<file path="config.mk">
export PLATFORM = sky130hd
export DESIGN_NAME = rv_spi_target_flat
export DESIGN_NICKNAME = d
export VERILOG_FILES = /design/src/rtl/rv_spi_pkg.sv /design/src/rtl/rv_spi_target_if.sv /design/src/rtl/rv_spit_fifo.sv /design/src/rtl/rv_spi_target.sv /design/src/flat_wrapper.sv
export SDC_FILE = /design/constraint.sdc
export NUM_CORES = 1
export LEC_CHECK = 0
export ABC_CLOCK_PERIOD_IN_PS = 3400
export CAP_MARGIN = 20
export CORE_ASPECT_RATIO = 0.5
export CORE_MARGIN = 5
export CORE_UTILIZATION = 59
export DETAILED_ROUTE_END_ITERATION = 12
export HOLD_SLACK_MARGIN = 0.08
export PLACE_DENSITY_LB_ADDON = 0.12
export SLEW_MARGIN = 20
export SYNTH_ARGS = -nofsm -noshare
export SYNTH_HDL_FRONTEND = slang
export SYNTH_SLANG_ARGS = --single-unit
</file>
<file path="constraint.sdc">
create_clock -name clk -period 3.4 [get_ports clk]
set_input_delay 1.02 -clock clk [delete_from_list [all_inputs] [get_ports clk]]
set_output_delay 1.02 -clock clk [all_outputs]
set_load 0.02 [all_outputs]
</file>
<file path="src/rtl/rv_spi_pkg.sv">
// rtl/rv_spi_pkg.sv - shared types, register indices and engine state for the SPI target
package rv_spi_pkg;

    typedef logic [7:0]  u8_t;
    typedef logic [4:0]  u5_t;
    typedef logic [31:0] u32_t;

    // Register index, taken from adr[4:2].
    localparam logic [2:0] SPIT_CTRL = 3'd0;
    localparam logic [2:0] SPIT_RXD  = 3'd1;

    // Bit positions inside the CTRL/status read word.
    localparam int ST_SCS       = 0;
    localparam int ST_TX_OVF    = 1;
    localparam int ST_TX_UNF    = 2;
    localparam int ST_RX_OVF    = 3;
    localparam int ST_BUSY      = 4;
    localparam int ST_THR_LSB   = 8;
    localparam int ST_TXCNT_LSB = 16;
    localparam int ST_RXCNT_LSB = 24;

    // Bit positions inside the CTRL write word.
    localparam int CW_TX_FLUSH  = 8;
    localparam int CW_RX_FLUSH  = 9;
    localparam int CW_CLR       = 10;
    localparam int CW_THR_LSB   = 16;

    typedef enum logic {
        ENG_IDLE   = 1'b0,
        ENG_ACTIVE = 1'b1
    } eng_state_t;

endpackage

</file>
<file path="src/rtl/rv_spi_target_if.sv">
// rtl/rv_spi_target_if.sv - rv32 peripheral bus bundle for the SPI target
//   adr : byte address, adr[4:2] selects the register
//   cs  : block select        rdy : bus advance (accesses qualify on cs&&rdy)
//   we  : byte write enables  re  : read strobe
//   dw  : write data          dr  : registered read data (driven by the target)
interface rv_spi_target_if;
    import rv_spi_pkg::*;

    logic [4:0] adr;
    logic       cs;
    logic       rdy;
    logic [3:0] we;
    logic       re;
    u32_t       dw;
    u32_t       dr;

    modport master (
        output adr, cs, rdy, we, re, dw,
        input  dr
    );

    modport slave (
        input  adr, cs, rdy, we, re, dw,
        output dr
    );

endinterface

</file>
<file path="src/rtl/rv_spit_fifo.sv">
// rtl/rv_spit_fifo.sv - synchronous byte FIFO used for the TX and RX queues
//   clk, xreset : clock, asynchronous active-low reset
//   push, din   : write request and data (accepted when not full, or full with a pop)
//   pop, dout   : read request and head-of-queue data
//   flush       : empties the FIFO, takes priority over push/pop
//   full, empty, count : occupancy, count ranges 0..DEPTH
module rv_spit_fifo
    import rv_spi_pkg::*;
#(
    parameter int DEPTH = 16
) (
    input  logic                     clk,
    input  logic                     xreset,
    input  logic                     push,
    input  logic                     pop,
    input  logic                     flush,
    input  u8_t                      din,
    output u8_t                      dout,
    output logic                     full,
    output logic                     empty,
    output logic [$clog2(DEPTH):0]   count
);

    localparam int AW = $clog2(DEPTH);
    localparam int CW = AW + 1;

    u8_t             mem [DEPTH];
    logic [AW-1:0]   wp;
    logic [AW-1:0]   rp;
    logic [CW-1:0]   cnt;
    logic            do_push;
    logic            do_pop;

    assign full  = (cnt == CW'(DEPTH));
    assign empty = (cnt == '0);
    assign count = cnt;
    assign dout  = mem[rp];

    // A push into a full FIFO still lands when the head leaves in the same cycle.
    assign do_pop  = pop && !empty;
    assign do_push = push && (!full || do_pop);

    always_ff @(posedge clk or negedge xreset) begin
        if (!xreset) begin
            wp  <= '0;
            rp  <= '0;
            cnt <= '0;
        end else if (flush) begin
            wp  <= '0;
            rp  <= '0;
            cnt <= '0;
        end else begin
            if (do_push) wp <= wp + 1'b1;
            if (do_pop)  rp <= rp + 1'b1;
            case ({do_push, do_pop})
                2'b10:   cnt <= cnt + 1'b1;
                2'b01:   cnt <= cnt - 1'b1;
                default: cnt <= cnt;
            endcase
        end
    end

    always_ff @(posedge clk) begin
        if (do_push && !flush) mem[wp] <= din;
    end

endmodule

</file>
<file path="src/rtl/rv_spi_target.sv">
// rtl/rv_spi_target.sv - mode 0 SPI target with TX/RX FIFOs on the rv32 peripheral bus
//   clk, xreset : system clock (>= 8x sck), asynchronous active-low reset
//   bus         : peripheral bus slave (adr/cs/rdy/we/re/dw/dr)
//   sck, scs, sdi : SPI pins from the initiator, oversampled in clk
//   sdo, sdo_oe : MISO data and its output enable
//   irq         : level interrupt (RX threshold, RX overflow, TX underflow)
module rv_spi_target
    import rv_spi_pkg::*;
#(
    parameter int DEPTH = 16,
    parameter int SYNC  = 2
) (
    input  logic                  clk,
    input  logic                  xreset,
    rv_spi_target_if.slave        bus,
    input  logic                  sck,
    input  logic                  scs,
    input  logic                  sdi,
    output logic                  sdo,
    output logic                  sdo_oe,
    output logic                  irq
);

    localparam int CW = $clog2(DEPTH) + 1;

    // ---------------------------------------------------------------
    // Pin synchronizers and edge detection
    // ---------------------------------------------------------------
    logic [SYNC-1:0] sck_sy, scs_sy, sdi_sy;
    logic            sck_d, scs_d;
    logic            sck_s, scs_s, sdi_s;
    logic            sck_r, sck_f, scs_f, scs_r;

    // scs resets high so the block comes out of reset deselected with no edge.
    always_ff @(posedge clk or negedge xreset) begin
        if (!xreset) begin
            sck_sy <= '0;
            scs_sy <= '1;
            sdi_sy <= '0;
            sck_d  <= 1'b0;
            scs_d  <= 1'b1;
        end else begin
            sck_sy <= {sck_sy[SYNC-2:0], sck};
            scs_sy <= {scs_sy[SYNC-2:0], scs};
            sdi_sy <= {sdi_sy[SYNC-2:0], sdi};
            sck_d  <= sck_sy[SYNC-1];
            scs_d  <= scs_sy[SYNC-1];
        end
    end

    assign sck_s = sck_sy[SYNC-1];
    assign scs_s = scs_sy[SYNC-1];
    assign sdi_s = sdi_sy[SYNC-1];

    assign sck_r =  sck_s && !sck_d;
    assign sck_f = !sck_s &&  sck_d;
    assign scs_f = !scs_s &&  scs_d;
    assign scs_r =  scs_s && !scs_d;

    // ---------------------------------------------------------------
    // FIFOs
    // ---------------------------------------------------------------
    logic           tx_push, tx_pop, tx_flush, tx_full, tx_empty;
    logic           rx_push, rx_pop, rx_flush, rx_full, rx_empty;
    u8_t            tx_head, rx_head, rx_din;
    logic [CW-1:0]  tx_cnt, rx_cnt;

    rv_spit_fifo #(.DEPTH(DEPTH)) u_tx_fifo (
        .clk    (clk),
        .xreset (xreset),
        .push   (tx_push),
        .pop    (tx_pop),
        .flush  (tx_flush),
        .din    (bus.dw[7:0]),
        .dout   (tx_head),
        .full   (tx_full),
        .empty  (tx_empty),
        .count  (tx_cnt)
    );

    rv_spit_fifo #(.DEPTH(DEPTH)) u_rx_fifo (
        .clk    (clk),
        .xreset (xreset),
        .push   (rx_push),
        .pop    (rx_pop),
        .flush  (rx_flush),
        .din    (rx_din),
        .dout   (rx_head),
        .full   (rx_full),
        .empty  (rx_empty),
        .count  (rx_cnt)
    );

    // ---------------------------------------------------------------
    // Engine FSM
    // ---------------------------------------------------------------
    eng_state_t state, state_nx;
    logic [2:0] bitcnt;
    logic       byte_done;
    u8_t        rxsh, txsh;
    logic       busy;
    logic       tx_load, tx_shift, rx_shift, byte_end;

    always_ff @(posedge clk or negedge xreset) begin
        if (!xreset) state <= ENG_IDLE;
        else         state <= state_nx;
    end

    always_comb begin
        state_nx = state;
        case (state)
            ENG_IDLE:   if (scs_f) state_nx = ENG_ACTIVE;
            ENG_ACTIVE: if (scs_r) state_nx = ENG_IDLE;
            default:    state_nx = ENG_IDLE;
        endcase
    end

    // scs_r suppresses any sck event in the same cycle, so a byte that
    // completes exactly as the frame ends is never pushed.
    always_comb begin
        busy     = (state == ENG_ACTIVE);
        tx_load  = 1'b0;
        tx_shift = 1'b0;
        rx_shift = 1'b0;
        byte_end = 1'b0;
        case (state)
            ENG_IDLE: tx_load = scs_f;
            ENG_ACTIVE: begin
                if (!scs_r) begin
                    if (sck_r) begin
                        rx_shift = 1'b1;
                        byte_end = (bitcnt == 3'd7);
                    end else if (sck_f) begin
                        tx_load  = byte_done;
                        tx_shift = !byte_done;
                    end
                end
            end
            default: ;
        endcase
    end

    always_ff @(posedge clk or negedge xreset) begin
        if (!xreset) begin
            bitcnt    <= 3'd0;
            byte_done <= 1'b0;
            rxsh      <= '0;
            txsh      <= '0;
        end else begin
            if (state == ENG_IDLE && scs_f) begin
                bitcnt    <= 3'd0;
                byte_done <= 1'b0;
            end else if (state == ENG_ACTIVE && scs_r) begin
                bitcnt    <= 3'd0;
                byte_done <= 1'b0;
                rxsh      <= '0;
            end else if (rx_shift) begin
                rxsh   <= {rxsh[6:0], sdi_s};
                bitcnt <= bitcnt + 3'd1;
                if (byte_end) byte_done <= 1'b1;
            end else if (tx_load) begin
                byte_done <= 1'b0;
            end

            // The next TX byte replaces txsh on the fall after a full byte,
            // so its MSB is on sdo before the initiator's next rising edge.
            if (tx_load)       txsh <= tx_empty ? 8'h00 : tx_head;
            else if (tx_shift) txsh <= {txsh[6:0], 1'b0};
        end
    end

    assign rx_din = {rxsh[6:0], sdi_s};
    assign sdo    = txsh[7];
    assign sdo_oe = !scs_s;

    // ---------------------------------------------------------------
    // Bus decode
    // ---------------------------------------------------------------
    logic        acc, wr_ctrl, clr;
    logic [2:0]  reg_sel;
    logic        tx_ovf, tx_unf, rx_ovf;
    logic        tx_ovf_set, tx_unf_set, rx_ovf_set;
    u5_t         rx_thr;
    u32_t        status, rd_mux;

    assign acc      = bus.cs && bus.rdy;
    assign reg_sel  = bus.adr[4:2];
    assign wr_ctrl  = acc && (reg_sel == SPIT_CTRL);

    assign tx_push  = wr_ctrl && bus.we[0];
    assign tx_pop   = tx_load && !tx_empty;
    assign tx_flush = wr_ctrl && bus.we[1] && bus.dw[CW_TX_FLUSH];
    assign rx_push  = byte_end;
    assign rx_pop   = acc && bus.re && (reg_sel == SPIT_RXD) && !rx_empty;
    assign rx_flush = wr_ctrl && bus.we[1] && bus.dw[CW_RX_FLUSH];
    assign clr      = wr_ctrl && bus.we[1] && bus.dw[CW_CLR];

    // Overflow only counts when the FIFO cannot absorb the byte this cycle.
    assign tx_ovf_set = tx_push && tx_full && !tx_pop;
    assign rx_ovf_set = rx_push && rx_full && !rx_pop;
    assign tx_unf_set = tx_load && tx_empty;

    always_ff @(posedge clk or negedge xreset) begin
        if (!xreset) begin
            tx_ovf <= 1'b0;
            tx_unf <= 1'b0;
            rx_ovf <= 1'b0;
        end else if (clr) begin
            tx_ovf <= 1'b0;
            tx_unf <= 1'b0;
            rx_ovf <= 1'b0;
        end else begin
            if (tx_ovf_set) tx_ovf <= 1'b1;
            if (tx_unf_set) tx_unf <= 1'b1;
            if (rx_ovf_set) rx_ovf <= 1'b1;
        end
    end

    always_ff @(posedge clk or negedge xreset) begin
        if (!xreset)                   rx_thr <= '0;
        else if (wr_ctrl && bus.we[2]) rx_thr <= bus.dw[CW_THR_LSB +: 5];
    end

    always_comb begin
        status                        = '0;
        status[ST_SCS]                = scs_s;
        status[ST_TX_OVF]             = tx_ovf;
        status[ST_TX_UNF]             = tx_unf;
        status[ST_RX_OVF]             = rx_ovf;
        status[ST_BUSY]               = busy;
        status[ST_THR_LSB +: 5]       = rx_thr;
        status[ST_TXCNT_LSB +: 5]     = u5_t'(tx_cnt);
        status[ST_RXCNT_LSB +: 5]     = u5_t'(rx_cnt);
    end

    // An empty RXD read reports only the empty flag; the stale head is masked.
    always_comb begin
        rd_mux = '0;
        case (reg_sel)
            SPIT_CTRL: rd_mux = status;
            SPIT_RXD:  rd_mux = {23'b0, rx_empty, rx_empty ? 8'h00 : rx_head};
            default:   rd_mux = '0;
        endcase
    end

    always_ff @(posedge clk or negedge xreset) begin
        if (!xreset)      bus.dr <= '0;
        else if (bus.rdy) bus.dr <= bus.cs ? rd_mux : '0;
    end

    always_ff @(posedge clk or negedge xreset) begin
        if (!xreset) irq <= 1'b0;
        else         irq <= ((rx_thr != '0) && (u5_t'(rx_cnt) >= rx_thr)) || rx_ovf || tx_unf;
    end

    logic unused_bits;
    assign unused_bits = ^{bus.adr[1:0], bus.we[3], bus.dw[31:21], bus.dw[15:11],
                           rxsh[7]};

endmodule

</file>
<file path="src/flat_wrapper.sv">
// flat-port wrapper written by rule: the top's interface ports become plain ports
module rv_spi_target_flat import rv_spi_pkg::*;
#(
    parameter int DEPTH = 16,
    parameter int SYNC  = 2
)
  (clk, xreset, sck, scs, sdi, sdo, sdo_oe, irq, bus_adr, bus_cs, bus_rdy, bus_we, bus_re, bus_dw, bus_dr);
  rv_spi_target_if bus_i ();
  input  logic clk;
  input  logic xreset;
  input  logic sck;
  input  logic scs;
  input  logic sdi;
  output logic sdo;
  output logic sdo_oe;
  output logic irq;
  input wire logic [$bits(bus_i.adr)-1:0] bus_adr;
  input wire logic [$bits(bus_i.cs)-1:0] bus_cs;
  input wire logic [$bits(bus_i.rdy)-1:0] bus_rdy;
  input wire logic [$bits(bus_i.we)-1:0] bus_we;
  input wire logic [$bits(bus_i.re)-1:0] bus_re;
  input wire logic [$bits(bus_i.dw)-1:0] bus_dw;
  output wire logic [$bits(bus_i.dr)-1:0] bus_dr;
  assign bus_i.adr = bus_adr;
  assign bus_i.cs = bus_cs;
  assign bus_i.rdy = bus_rdy;
  assign bus_i.we = bus_we;
  assign bus_i.re = bus_re;
  assign bus_i.dw = bus_dw;
  assign bus_dr = bus_i.dr;
  rv_spi_target #(.DEPTH(DEPTH), .SYNC(SYNC)) u_core (.clk(clk), .xreset(xreset), .bus(bus_i), .sck(sck), .scs(scs), .sdi(sdi), .sdo(sdo), .sdo_oe(sdo_oe), .irq(irq));
endmodule
</file>
; Word-level counts from Yosys, hierarchy flattened
; Memories as Yosys holds them, arrays and structs flattened.
; Index checks and enable logic that the tools add are counted.
[word_totals]
out_inout_bits = 35
ff_bits = 95
mem_count = 2
ram_bits = 256
inputBits = 49
elab_cells = 166
[classes]
n_reduce_logical = 66
order_cmp = 1
n_eq_ne = 9
addsub = 9
mux = 55
bitwise_logic = 2
[memory_table]
columns = name, words, width, read_ports, rd_ports_with_merged_regs, wr, line
row1 = u_core.u_rx_fifo.mem, 16, 8, 1, 0, 1, rv_spit_fifo.sv:27  ; u8_t mem [DEPTH];
row2 = u_core.u_tx_fifo.mem, 16, 8, 1, 0, 1, rv_spit_fifo.sv:27
[op_table]
columns = operator, n
row1 = $pmux 29 s2, 1
row2 = $mux 32, 1
row3 = $mux 4, 8
row4 = $mux 8, 4
row5 = $logic_and 1x1->1, 30
row6 = $mux 1, 30
row7 = $pmux 5 s2, 2
row8 = $reduce_bool 2->1, 9
row9 = $add 4x1->4 const B, 4
row10 = $mux 7, 2
row11 = $logic_not 1->1, 13
row12 = $add 5x1->5 const B, 2
row13 = $eq 5x5->1 const B, 2
row14 = $logic_not 5->1, 2
row15 = $mux 5, 2
row16 = $sub 5x1->5 const B, 2
row17 = $mux 3, 3
row18 = $reduce_bool 3->1, 3
row19 = $ge 5x5->1, 1
row20 = $reduce_bool 5->1, 1
row21 = $eq 2x1->1 const B, 2
row22 = $eq 2x2->1 const B, 2
row23 = $logic_or 1x1->1, 4
row24 = $ne 4x3->1 const B, 1
row25 = other kinds (8), 11

; Longest topological paths before layout
[depth]
ltp_word = 13
ltp_mapped = 12

; Hierarchy
; From an unflattened synthesis, not the netlist that was laid out.
[unflattened]
hier_cells = 837
hier_area_um2 = 14242.4
[modules_own_cells]
columns = module, cells_each, n_inst, seq_area_each_um2, area_each_um2
row1 = rv_spit_fifo at u_core.u_rx_fifo, 326, 1, 4169.0, 5839.4
row2 = rv_spit_fifo at u_core.u_tx_fifo, 291, 1, 4169.0, 5791.8
row3 = rv_spi_target, 220, 1, 1505.2, 2611.3

; Least setup slack after synthesis
; Ideal clock, no wire load.
[synth_path]
kind = input to register
start = in bus_adr[3]
end = reg u_core.u_rx_fifo.cnt[4], in the netlist u_core.u_rx_fifo.count[4]
path_buffers = 0
t_required_ps = 3318
arrival_time_ps = 3054
setup_ps = 82
path_stages = 10
path_slack_ps = 264
path_cell_list = nand4bb_1 -> nor2_1 -> o21ai_1 -> nor2_1 -> ha_1 -> a21oi_1 -> nand2_1 -> or3_1 -> o22a_1 -> a31oi_1
[synth_between]
elab_chain_cells = 9
word_cells_on_any_way = 15
classes_between = eq/ne: 3 / mux: 2 / reduce/logical: 10
[synth_lines]
columns = element, line
row1 = "start, declared", flat_wrapper.sv:17  ; input wire logic [$bits(bus_i.adr)-1:0] bus_adr;
row2 = $eq 3x1->1, rv_spi_target.sv:194  ; assign rx_pop = acc && bus.re && (reg_sel == SPIT_RXD) && !rx_empty;
row3 = $logic_and 1x1->1 (2 in series), rv_spi_target.sv:194
row4 = $logic_and 1x1->1, rv_spit_fifo.sv:40  ; assign do_pop = pop && !empty;
row5 = $logic_or 1x1->1, rv_spit_fifo.sv:41  ; assign do_push = push && (!full || do_pop);
row6 = $logic_and 1x1->1, rv_spit_fifo.sv:41
row7 = $eq 2x1->1 or $eq 2x2->1 (tied branches), rv_spit_fifo.sv:55  ; case ({do_push, do_pop})
row8 = $pmux 5 s2, rv_spit_fifo.sv:55
row9 = $mux 5, rv_spit_fifo.sv:48  ; end else if (flush) begin
row10 = "end signal, assigned", rv_spit_fifo.sv:56  ; 2'b10: cnt <= cnt + 1'b1;
row11 = "end signal, assigned", rv_spit_fifo.sv:57  ; 2'b01: cnt <= cnt - 1'b1;
row12 = "end signal, assigned", rv_spit_fifo.sv:58  ; default: cnt <= cnt;
row13 = "end, declared", rv_spit_fifo.sv:30  ; logic [CW-1:0] cnt;
; Several ways; a longest one is shown, not always the timed one.
; A chain may end at the register's enable or synchronous reset.

; Final worst setup path
; Ends and elaborated chain as after synthesis.

==> run_results.csv <==
group,metric,value,unit
outcome,status,"complete, no violations",
critical_path,crit_arrival,3.47,ns
placed_design,detailed_place_hpwl,18700,µm
cells_and_area,area_growth,17.8,%
synth,synth_top_area_share,0.544,
route,drt_first_pass_iters,5,
critical_path,crit_top_cell,"nor2_1",
cells_and_area,drive_gt1_frac,0.219,
sta,hold_violations,0,
cells_and_area,fillers,1519,
route,routed_via_density,6.03,
synth,synth_top_area_cell,"edfxtp_1",
sta,rsz0062_at_grt,"no",
die,coreArea,0.0238,mm²
route,drc_errors,0,
cells_and_area,final_nets,1006,
synth,yosys-top-cells-area,"edfxtp_1, dfrtp_1, mux4_2",
synth,ys_types,68,
synth,synth_common_cells,"edfxtp_1, dfrtp_1, mux4_2",
synth,syn_area,0.0141,mm²
synth,syn_avg_cell_area,17.4,µm²
synth,synth-seq-cells,342,
route,drtIter0Drc,621,
critical_path,cp_cell_sequence,"clkdlybuf4s50_1, nand4bb_1, nor2_1, o21ai_1, nor2_1, ha_1, a21oi_1, nand2_1, or3_1, o22a_1, a31oi_1",
grt,antenna_found_initial,0,
clock_network,cts_sinks,342,
cells_and_area,instances_no_fill,1272,
sta,post-route-period-util,0.882,
critical_path,critPathCaptureType,"flop",
placed_design,place_inst,1219,
clock_network,clockBufferDepth,3,
die,start_util,0.594,
route,totalWireLength,28500,µm
sta,finalCriticalPeriod,3.00,ns
clock_network,cts_tree,"yes",
critical_path,worst_setup_path_start_kind,"input port",
critical_path,path_class,"in2reg",
sta,final_max_slew_viol_count,0,
die,row_count,40,
synth,seq_area_frac_synth,0.697,
clock_network,worstSkewPairLatency,0.55,ns
clock_network,root_buffer,"clkbuf_16",
clock_network,cts.clk_slew.worst_paths,0.07,ns
critical_path,worstPathRequired,3.87,ns
placed_design,portBuffers,55,
cells_and_area,regArea,0.00985,mm²
synth,synth_most_common_cell,"edfxtp_1",
grt,grt_max_degree,45,
placed_design,place_congestion,0.861,
cells_and_area,n_antenna_cell,0,
pwr,p_per_area,608,mW/mm²
critical_path,r2r_slack,0.52,ns
synth,synth-edff-count,256,
critical_path,cpPeakStageDelay,0.44,ns
pwr,ir_drop,381,µV
grt,grt-ovfl-total,0,
clock_network,htreeDepth,1,
route,vias,7676,
sta,fin_skew,0.00975,ns
clock_network,cts_hold_buffers,0,
route,ant_nets,0,
critical_path,crit_slowest_cell,"clkdlybuf4s50_1",
sta,tightest_slew,0.931,ns
worst_hold_path,hold_path.class,"reg2reg",
route,wl_per_cell,22.4,µm
die,die_x,229,µm
cells_and_area,multi_input_area,0.00399,mm²
synth,syn_inst,814,
sta,slew_headroom,0.380,
clock_network,cts_buffers,29,
clock_network,cts_resized,0,
synth,async_flop_share,0.251,
die,fp.dieH,119,µm
critical_path,cp_max_fo,3,
die,die_area,0.0273,mm²
pwr,leakagePower,6.00,nW
grt,grt_pass1_vias,7968,
grt,grt_usage,0.214,
synth,synth_flop_cell,"edfxtp_1",
flow_run,maxCapViolCount,0,
die,pin_count,84,
sta,setup_violations,0,
pwr,power.total,10.1,mW
sta,fmax,334,MHz
grt,grt_pass1_wl,45600,µm
synth,yosys_warnings,0,
clock_network,post_cts_buffers,0,
kinds of logic after synthesis:
logic type	synth area share
flip-flops	0.697
AND/OR/NAND/NOR	0.0637
AO/OA/AOI/OAI	0.0650
multiplexers	0.123
buffers and inverters	0.0231
adder cells (fa/ha/maj)	0.0200
XOR/XNOR	0.00868
other	0.000265
final timing paths:
| check | end | from | depth (start not counted) |
|---|---|---|---|
| max in group asynchronous | u_core.scs_sy[1] | xreset | 2 |
| worst max register to register | u_core.u_rx_fifo.count[4] | u_core.u_rx_fifo.count[1] | 10 |
| worst min-delay path | u_core.sdi_sy[1] | u_core.sdi_sy[0] | 0 |
| worst min register to register | u_core.sdi_sy[1] | u_core.sdi_sy[0] | 0 |
| worst max-delay path | u_core.u_rx_fifo.count[4] | bus_adr[3] | 11 |
| min in group asynchronous | u_core.sdi_sy[0] | xreset | 1 |
cell usage in the layout, fill, tap and decap left out, types with 5 or more instances in the layout:
| cell | netlist | routed |
|---|---|---|
| mux2i_1 | 19 | 19 |
| nor2_1 | 28 | 28 |
| xnor2_1 | 6 | 6 |
| nand3_1 | 17 | 17 |
| o21ai_0 | 5 | 5 |
| nor3_1 | 13 | 13 |
| a21o_1 | 5 | 5 |
| a21oi_1 | 19 | 19 |
| nand2_1 | 19 | 19 |
| a22o_1 | 23 | 23 |
| xor2_1 | 8 | 8 |
| dfrtp_1 | 83 | 81 |
| edfxtp_1 | 256 | 256 |
| ha_1 | 21 | 21 |
| conb_1 | 1 | 9 |
| inv_1 | 18 | 18 |
| o22ai_1 | 5 | 5 |
| mux2_2 | 9 | 9 |
| a31oi_1 | 7 | 7 |
| a221o_1 | 12 | 12 |
| buf_4 | 10 | 48 |
| clkbuf_1 | 21 | 17 |
| clkdlybuf4s50_1 | 0 | 54 |
| and2_1 | 33 | 33 |
| clkbuf_16 | 0 | 29 |
| mux4_2 | 64 | 64 |
| buf_12 | 0 | 29 |
| a22oi_1 | 16 | 16 |
| o2bb2ai_1 | 5 | 5 |
per-layer routing:
layer,share of wire,track usage
met3,0.043,0.0367
met2,0.52,0.375
met5,0,0
met4,0.022,0.0450
met1,0.42,0.287
stage by stage:
| step | cell area [µm²] | setup TNS, ns | hold slack [ns] | utilization | worst slack [ns] |
|---|---|---|---|---|---|
| 2_1_floorplan | 14200 | 0 | 0.331 | - | 0.264 |
| 5_1_grt | 16600 | 0 | 0.366 | 0.700 | 0.225 |
| 3_5_place_dp | 15800 | -1.69 | 0.336 | 0.664 | -0.129 |
| 6_report | 16600 | 0 | 0.359 | 0.700 | 0.402 |
| 4_1_cts | 16600 | 0 | 0.363 | 0.700 | 0.436 |
| 3_3_place_gp | 15800 | -3.18 | 0.342 | 0.664 | -0.101 |
registers in the layout, indices dropped and copies added (netlist names), 5 cells and up:
signal	flops
u_core.bus.dr	23
u_core.rx_thr	5
u_core.rxsh	7
u_core.txsh	8
u_core.u_rx_fifo.count	5
u_core.u_rx_fifo.mem	128
u_core.u_tx_fifo.count	5
u_core.u_tx_fifo.mem	128
worst max-delay path, delay by kind of cell:
kind	cells	cell delay (ns)
buf+inv	1	0.44
fa+ha+maj	1	0.30
compound gates	4	0.58
simple gates	5	1.15
where the power goes:
group	total, mW	switching, mW	leakage [nW]	internal [mW]
registers	5.03	0.342	3.46	4.69
logic	1.97	0.945	2.12	1.02
clock network	3.13	1.42	0.418	1.71
total	10.1	2.70	6.00	7.42
layout make-up:
class / count / area share
clock buffer: 48 / 0.0491
clock inverter: 5 / 0.00316
inverter: 18 / 0.00406
multi-input combinational: 413 / 0.240
sequential: 342 / 0.591
tap: 315 / 0.0237
timing repair buffer: 131 / 0.0890
(Power assumes the default switching activity.)
